### config.mk
export PLATFORM = sky130hd
export DESIGN_NAME = led_matrix_scan
export DESIGN_NICKNAME = d
export VERILOG_FILES = /design/src/rtl/led_matrix_scan.sv
export SDC_FILE = /design/constraint.sdc
export NUM_CORES = 1
export LEC_CHECK = 0
export CAP_MARGIN = 25
export CELL_PAD_IN_SITES_DETAIL_PLACEMENT = 0
export CELL_PAD_IN_SITES_GLOBAL_PLACEMENT = 1
export CORE_ASPECT_RATIO = 1.75
export CORE_MARGIN = 8
export CORE_UTILIZATION = 51
export DETAILED_ROUTE_END_ITERATION = 7
export PLACE_DENSITY_LB_ADDON = 0.08
export SLEW_MARGIN = 10
export SYNTH_ARGS = -nofsm -noshare
export SYNTH_HDL_FRONTEND = slang
export SYNTH_SLANG_ARGS = --single-unit
### constraint.sdc
create_clock -name sys_clk -period 2.66 [get_ports sys_clk]
set_input_delay 0.665 -clock sys_clk [delete_from_list [all_inputs] [get_ports sys_clk]]
set_output_delay 0.665 -clock sys_clk [all_outputs]
set_load 0.01 [all_outputs]
### src/rtl/led_matrix_scan.sv
// Row-scanned LED matrix driver with double-buffered frame memory and blanking gaps.
// Define LED_MATRIX_SCAN_DIM_EN to add the brightness input and 16-step PWM dimming.
module led_matrix_scan #(
    parameter int ROWS   = 9,
    parameter int COLS   = 8,
    parameter int PERIOD = 27000,
    parameter int GAP    = 500,
    localparam int RW    = (ROWS > 1) ? $clog2(ROWS) : 1
) (
    input  logic            sys_clk,
    input  logic            rst,
    input  logic            wr_en,
    input  logic [RW-1:0]   wr_row,
    input  logic [COLS-1:0] wr_data,
    input  logic            swap_req,
`ifdef LED_MATRIX_SCAN_DIM_EN
    input  logic [3:0]      brightness,
`endif
    output logic            swap_done,
    output logic            frame_start,
    output logic [COLS-1:0] led_col,
    output logic [ROWS-1:0] led_row
);
    localparam int CW = (PERIOD > 1) ? $clog2(PERIOD) : 1;
    localparam logic [CW-1:0] CNT_MAX = CW'(PERIOD - 1);
    localparam logic [CW-1:0] WIN_LO  = CW'(GAP);
    localparam logic [CW-1:0] WIN_HI  = CW'(PERIOD - GAP);
    localparam logic [RW-1:0] ROW_MAX = RW'(ROWS - 1);
    localparam logic [RW:0]   ROWS_W  = (RW + 1)'(ROWS);

    logic [CW-1:0]   cnt_q, cnt_d;
    logic [RW-1:0]   row_q, row_d;
    logic            front_sel_q;
    logic            pend_q;
    logic [COLS-1:0] buf_q [2][ROWS];
    logic [ROWS-1:0] led_row_q;
    logic [COLS-1:0] led_col_q, col_d;
    logic            swap_done_q, frame_start_q;
    logic            boundary, active, swap_now, wr_ok;

`ifdef LED_MATRIX_SCAN_DIM_EN
    logic [3:0] pwm_q, pwm_cur;
    logic [3:0] bright_q;
`endif

    always_comb begin
        cnt_d = (cnt_q == CNT_MAX) ? '0 : cnt_q + 1'b1;
        row_d = row_q;
        if (cnt_q == CNT_MAX)
            row_d = (row_q == ROW_MAX) ? '0 : row_q + 1'b1;
    end

    assign boundary = (cnt_q == CNT_MAX) && (row_q == ROW_MAX);
    assign active   = (cnt_q >= WIN_LO) && (cnt_q < WIN_HI);
    // A request arriving on the boundary cycle itself is honoured at that boundary.
    assign swap_now = boundary && (pend_q || swap_req);
    assign wr_ok    = wr_en && ({1'b0, wr_row} < ROWS_W);

    always_comb begin
        col_d = buf_q[front_sel_q][row_q];
`ifdef LED_MATRIX_SCAN_DIM_EN
        pwm_cur = (cnt_q == WIN_LO) ? 4'd0 : pwm_q;
        if (pwm_cur > bright_q)
            col_d = '0;
`endif
    end

    always_ff @(posedge sys_clk) begin
        if (rst) begin
            cnt_q         <= '0;
            row_q         <= '0;
            front_sel_q   <= 1'b0;
            pend_q        <= 1'b0;
            led_row_q     <= '0;
            led_col_q     <= '0;
            swap_done_q   <= 1'b0;
            frame_start_q <= 1'b0;
            for (int r = 0; r < ROWS; r++) begin
                buf_q[0][r] <= '0;
                buf_q[1][r] <= '0;
            end
`ifdef LED_MATRIX_SCAN_DIM_EN
            pwm_q    <= '0;
            bright_q <= 4'hF;
`endif
        end else begin
            cnt_q         <= cnt_d;
            row_q         <= row_d;
            led_row_q     <= active ? (ROWS'(1) << row_q) : '0;
            led_col_q     <= active ? col_d : '0;
            frame_start_q <= boundary;
            swap_done_q   <= swap_now;
            if (swap_now) begin
                front_sel_q <= ~front_sel_q;
                pend_q      <= 1'b0;
            end else if (swap_req) begin
                pend_q <= 1'b1;
            end
            // Uses the pre-swap select, so a write coincident with a swap lands in the new front.
            if (wr_ok)
                buf_q[~front_sel_q][wr_row] <= wr_data;
`ifdef LED_MATRIX_SCAN_DIM_EN
            if (active)
                pwm_q <= pwm_cur + 4'd1;
            if (boundary)
                bright_q <= brightness;
`endif
        end
    end

    // Registered pulses appear in the cycle following the boundary edge.
    assign swap_done   = swap_done_q;
    assign frame_start = frame_start_q;
    assign led_col     = led_col_q;
    assign led_row     = led_row_q;
endmodule

# Yosys cells after proc, flatten, opt, wreduce, memory -nomap -nowiden
# Memories as Yosys holds them, arrays and structs flattened. A register that Yosys moved wholly into a read port is not among the register bits.
# Index checks and enable logic that the tools add are counted.
# word_totals
mem_count	1
latchBits	0
word_cells	50
in_bits	16
register_bits	40
out_inout_bits	19
rom_bits	0
ramBits	144
# classes
n_mux	16
n_div	0
n_bitwise	4
shifts	1
reduce_logical	10
eq_ne	2
n_lt_le_gt_ge	6
n_addsub	2
mul	0
# mem_list
memory	words	word_bits	read_ports	rd_ports_with_merged_regs	write_ports	line	rtl
buf_q	2	72	1	1	2	35	logic [COLS-1:0] buf_q [2][ROWS];
# ops
cell	count
72-bit 2-to-1 mux	3
72-bit OR reduction	1
8-bit binary-select mux with 4-bit select	1
8-bit demux with 4-bit select	1
8-bit 2-to-1 mux	3
15-bit by 1-bit adder with 15-bit output, second input constant	1
15-bit == test, second input constant	1
15-bit by 9-bit >= comparator with 1-bit output, second input constant	1
15-bit less-than comparator, second input constant	1
5-bit >= comparator, second input constant	2
4-bit NOT with 5-bit output	2
1-bit by 4-bit left shift with 9-bit output, first input constant	1
1-bit 2-to-1 mux	7
2-bit OR reduction	3
1-bit logical AND	5
5-bit by 1-bit less-than comparator with 1-bit output, second input constant	1
4-bit by 1-bit adder with 4-bit output, second input constant	1
4-bit == test, second input constant	1
4-bit less-than comparator, second input constant	1
4-bit 2-to-1 mux	1
1-bit NOT	2
1-bit logical OR	1

# Longest topological paths before layout
# Gate-level depths: netlist (run 1).
# depth
ltp_word	8
ltp_mapped	9
ltp_nobuf	7

# Worst setup path before layout (run 1)
# Ideal clock, no wire load.
# synth_timing
kind	input port to flip-flop
startpoint	input port wr_row[0]
endpoint	memory buf_q[0][16] (netlist bit) (enable)
setup_ns	0.309
arrival_ns	1.949
setup_slack_ns	0.402
path_buffers	0
path_stages	4
path_cell_list	nand2b_1 > or4b_2 > nor2_1 > or2_2
# synth_rtl
element	line	rtl
start, declared	13	input logic [RW-1:0] wr_row,
end, declared	35	

==> run summary, run 1 <==
initial antenna violation count - 0
first-pass GRT wire length - 29.5 mm
clk sinks - 185
period utilisation layout - 85.1%
cts bufs inserted - 17
vias in the first global route - 5,237
VDD IR max - 0.401 mV
Yosys top cell by area - edfxtp_1
cell count along the critical path - 5
post-synthesis instance total - 610
Longest Clk Path Bufs - 2
post-route ant nets - 0
FF+latch count, synth - 185
die area - 0.0207 mm2
Mapped Nets - 632
critical path launch point type - primary input
setup TNS - 0 ns
io pins - 35
Clock Tree Root - clkbuf_16
total track usage - 19.3%
DR pass1 iterations - 8
num rows - 61
cell at the slowest stage of the critical path - or4b_2
Die Span X - 112 um
Core Footprint - 0.0159 mm2
end point of the worst hold path - cnt_q[0]
status - complete, no violations
htree depth - 4
DRC errors left - 0
ANT cells - 0
placed cells - 835
pre-CTS WS - -0.0231 ns
fin. max-slew vios - 0
CP Capture Type - flip-flop
Hold Buf Count CTS - 0
Post-synth ARST share - 0%
Worst-Skew Late Latency - 0.43 ns
Netlist cell types - 48
post-DR vias/cell - 5.54
clk_skew - 0.0114 ns
WS Path Type - in -> reg
hold path depth - 1
maximum fanout along the worst path - 8
Tmin final - 2.26 ns
share of layout cells above drive strength 1 - 18.9%
Worst-path clk slew - 0.08 ns
R2R depth - 5
ys flop type - edfxtp_1
RR Endpoint - led_row[1]
number of synthesized flops with an enable pin - 144
Post-CTS Setup Inserts - 0
Initial Utilization - 52.1%
worst hold slack - 0.493 ns
HP Class - reg -> reg
Worst Tran Pin Value - 0.760 ns
RD Place Congestion - 0.859
register area share after synthesis - 62.2%
slowest cell delay on critical path - 0.69 ns
min-delay src - cnt_q[0]
CTS tree - yes
post-detail-place hpwl - 13.7 mm
ranking of synthesized cells by area - edfxtp_1 (52%), and2_1 (11%), dfxtp_1 (9.9%)
DRT iter0 DRCs - 271
synth warn - 0
final setup fails - 0
largest net degree at the start of global routing - 41
Worst Path Required - 2.78 ns
Die H - 185 um
via count - 4,803
final WL - 18.9 mm
Lkg Pwr - 3.41 nW
final non-filler cell total - 867
syn_area_per_cell - 13.6 um2
flop-to-flop setup slack - 0.61 ns
Area Overhead vs Synth - 16.1%
maximum clock rate - 442 MHz
Final nets - 687
WP data arrival - 2.38 ns
routed len/inst - 21.8 um
worst path cell trace - clkdlybuf4s50_1 -> nand2b_1 -> or4b_2 -> nor2_1 -> or2_2
pwr dens - 640 mW/mm2
max_slew headroom - 49.2%
Power, Total - 6.15 mW
Critical R2R Launch - cnt_q[4]
total of max-cap violations - 0
cts repair resizes - 0
number of port buffers - 34
synthesized cell area - 0.00828 mm2
Crit path max-delay family - simple AND/OR/NAND/NOR gates
RSZ-0062 raised after global routing - false
GRT Residual Overflow - 0
Buf+Inv Stages, Crit Path - 1
final hold violation count - 0
Worst Setup Slack, final - 0.397 ns
Yosys top cell area share - 52.3%
==> placed cells by master (no fill, tap or decap), types with 7 or more instances in the layout <==
cell type	instances
buf_4	32
a21oi_1	9
or2_2	19
o22ai_1	8
clkbuf_16	17
mux2i_1	8
and2_1	145
nand3_1	7
a22o_1	14
clkdlybuf4s50_1	34
nand2_1	18
nor2_1	58
dfxtp_1	40
xnor2_1	7
mux4_2	32
edfxtp_1	144
==> cells by family after synthesis <==
logic type	count (synthesis)	synth area share (%)
simple gates	290	20.3
flops	185	62.2
mux	40	9.68
compound gates	39	3.64
buf+inv	37	1.92
xor+xnor	13	1.38
fa+ha+maj	6	0.907
==> per-layer routing <==
metal | part of all wire, % | GRT usage (%) | wire (um) | vias to the layer above
met5 | 0 | 0 | 0 | -
met4 | 4.7 | 10.9 | 890 | 0
met3 | 2.2 | 3.08 | 412 | 41
met2 | 56 | 36.9 | 10700 | 92
met1 | 37 | 19.4 | 6930 | 2360
li1 | - | - | - | 2310
==> per-stage QoR <==
stage | cell area [um2] | utilization, %
3_3_place_gp | 8980 | 56.5
6_report | 9610 | 60.5
3_5_place_dp | 8980 | 56.5
5_1_grt | 9610 | 60.5
4_1_cts | 9610 | 60.5
2_1_floorplan | 8280 | -
==> where the power goes <==
part	internal, mW	leakage, nW	switching (mW)
registers	3.21	1.76	0.0405
clock network	1.45	0.309	1.24
logic	0.0833	1.34	0.135
==> worst max-delay path by stage <==
stage                     slack, ns       from           end
after floorplan                0.40  wr_row[0]  buf_q[0][16]
after global placement         0.02  wr_row[0]  buf_q[0][17]
after detailed placement      -0.02  wr_row[0]  buf_q[0][18]
after CTS                      0.41  wr_row[0]  buf_q[0][21]
after global routing           0.34  wr_row[0]  buf_q[1][48]
final                          0.40  wr_row[0]  buf_q[0][21]
==> cell usage after synthesis, types with 2 or more instances <==
cell type,n
and2_1,145
edfxtp_1,144
nor2_1,58
dfxtp_1,41
mux4_2,32
clkbuf_1,21
or2_2,19
nand2_1,18
a22o_1,14
a21oi_1,9
mux2i_1,8
o22ai_1,8
buf_2,7
nand3_1,7
xnor2_1,7
and3_1,6
ha_1,6
inv_1,6
nor3_1,6
xor2_1,6
nand4_1,5
nand3b_1,3
o21ai_0,3
or3_1,3
nor3b_1,2
nor3b_2,2
nor4b_1,2
nor4bb_1,2
==> area by class of cell <==
cell class | instances | area (um2)
flip-flops and latches | 185 | 5150
clock buffers | 17 | 425
repair buffers | 67 | 601
fillers | 1252 | 6270
well taps | 189 | 236
inverters | 6 | 22.5
multi-input cells | 388 | 2970
clock inverters | 15 | 203
==> sequential cells by signal (all words and copies together) (netlist names), named ones only <==
name         flops
cnt_q           15
frame_start      1
pend_q           1
led_col          8
row_q            4
buf_q          144
swap_done        1
led_row          9
front_sel_q      1
Power figures use the tool's default switching activity.
==> run 2, diff against run 1 <==
--- a/config.mk
+++ b/config.mk
@@ -11,8 +11,10 @@
 export CORE_ASPECT_RATIO = 1.75
 export CORE_MARGIN = 8
 export CORE_UTILIZATION = 51
+export CTS_CLUSTER_SIZE = 40
 export DETAILED_ROUTE_END_ITERATION = 7
 export PLACE_DENSITY_LB_ADDON = 0.08
+export SKIP_LAST_GASP = 1
 export SLEW_MARGIN = 10
 export SYNTH_ARGS = -nofsm -noshare
 export SYNTH_HDL_FRONTEND = slang
==> results of run 2 <==
The final DEF is identical to that of run 1; final timing and power are the same.
==> run 3, diff against run 2 <==
--- a/config.mk
+++ b/config.mk
@@ -15,7 +15,6 @@
 export DETAILED_ROUTE_END_ITERATION = 7
 export PLACE_DENSITY_LB_ADDON = 0.08
 export SKIP_LAST_GASP = 1
-export SLEW_MARGIN = 10
 export SYNTH_ARGS = -nofsm -noshare
 export SYNTH_HDL_FRONTEND = slang
 export SYNTH_SLANG_ARGS = --single-unit
==> results of run 3 <==
The final DEF is identical to that of run 1; final timing and power are the same.
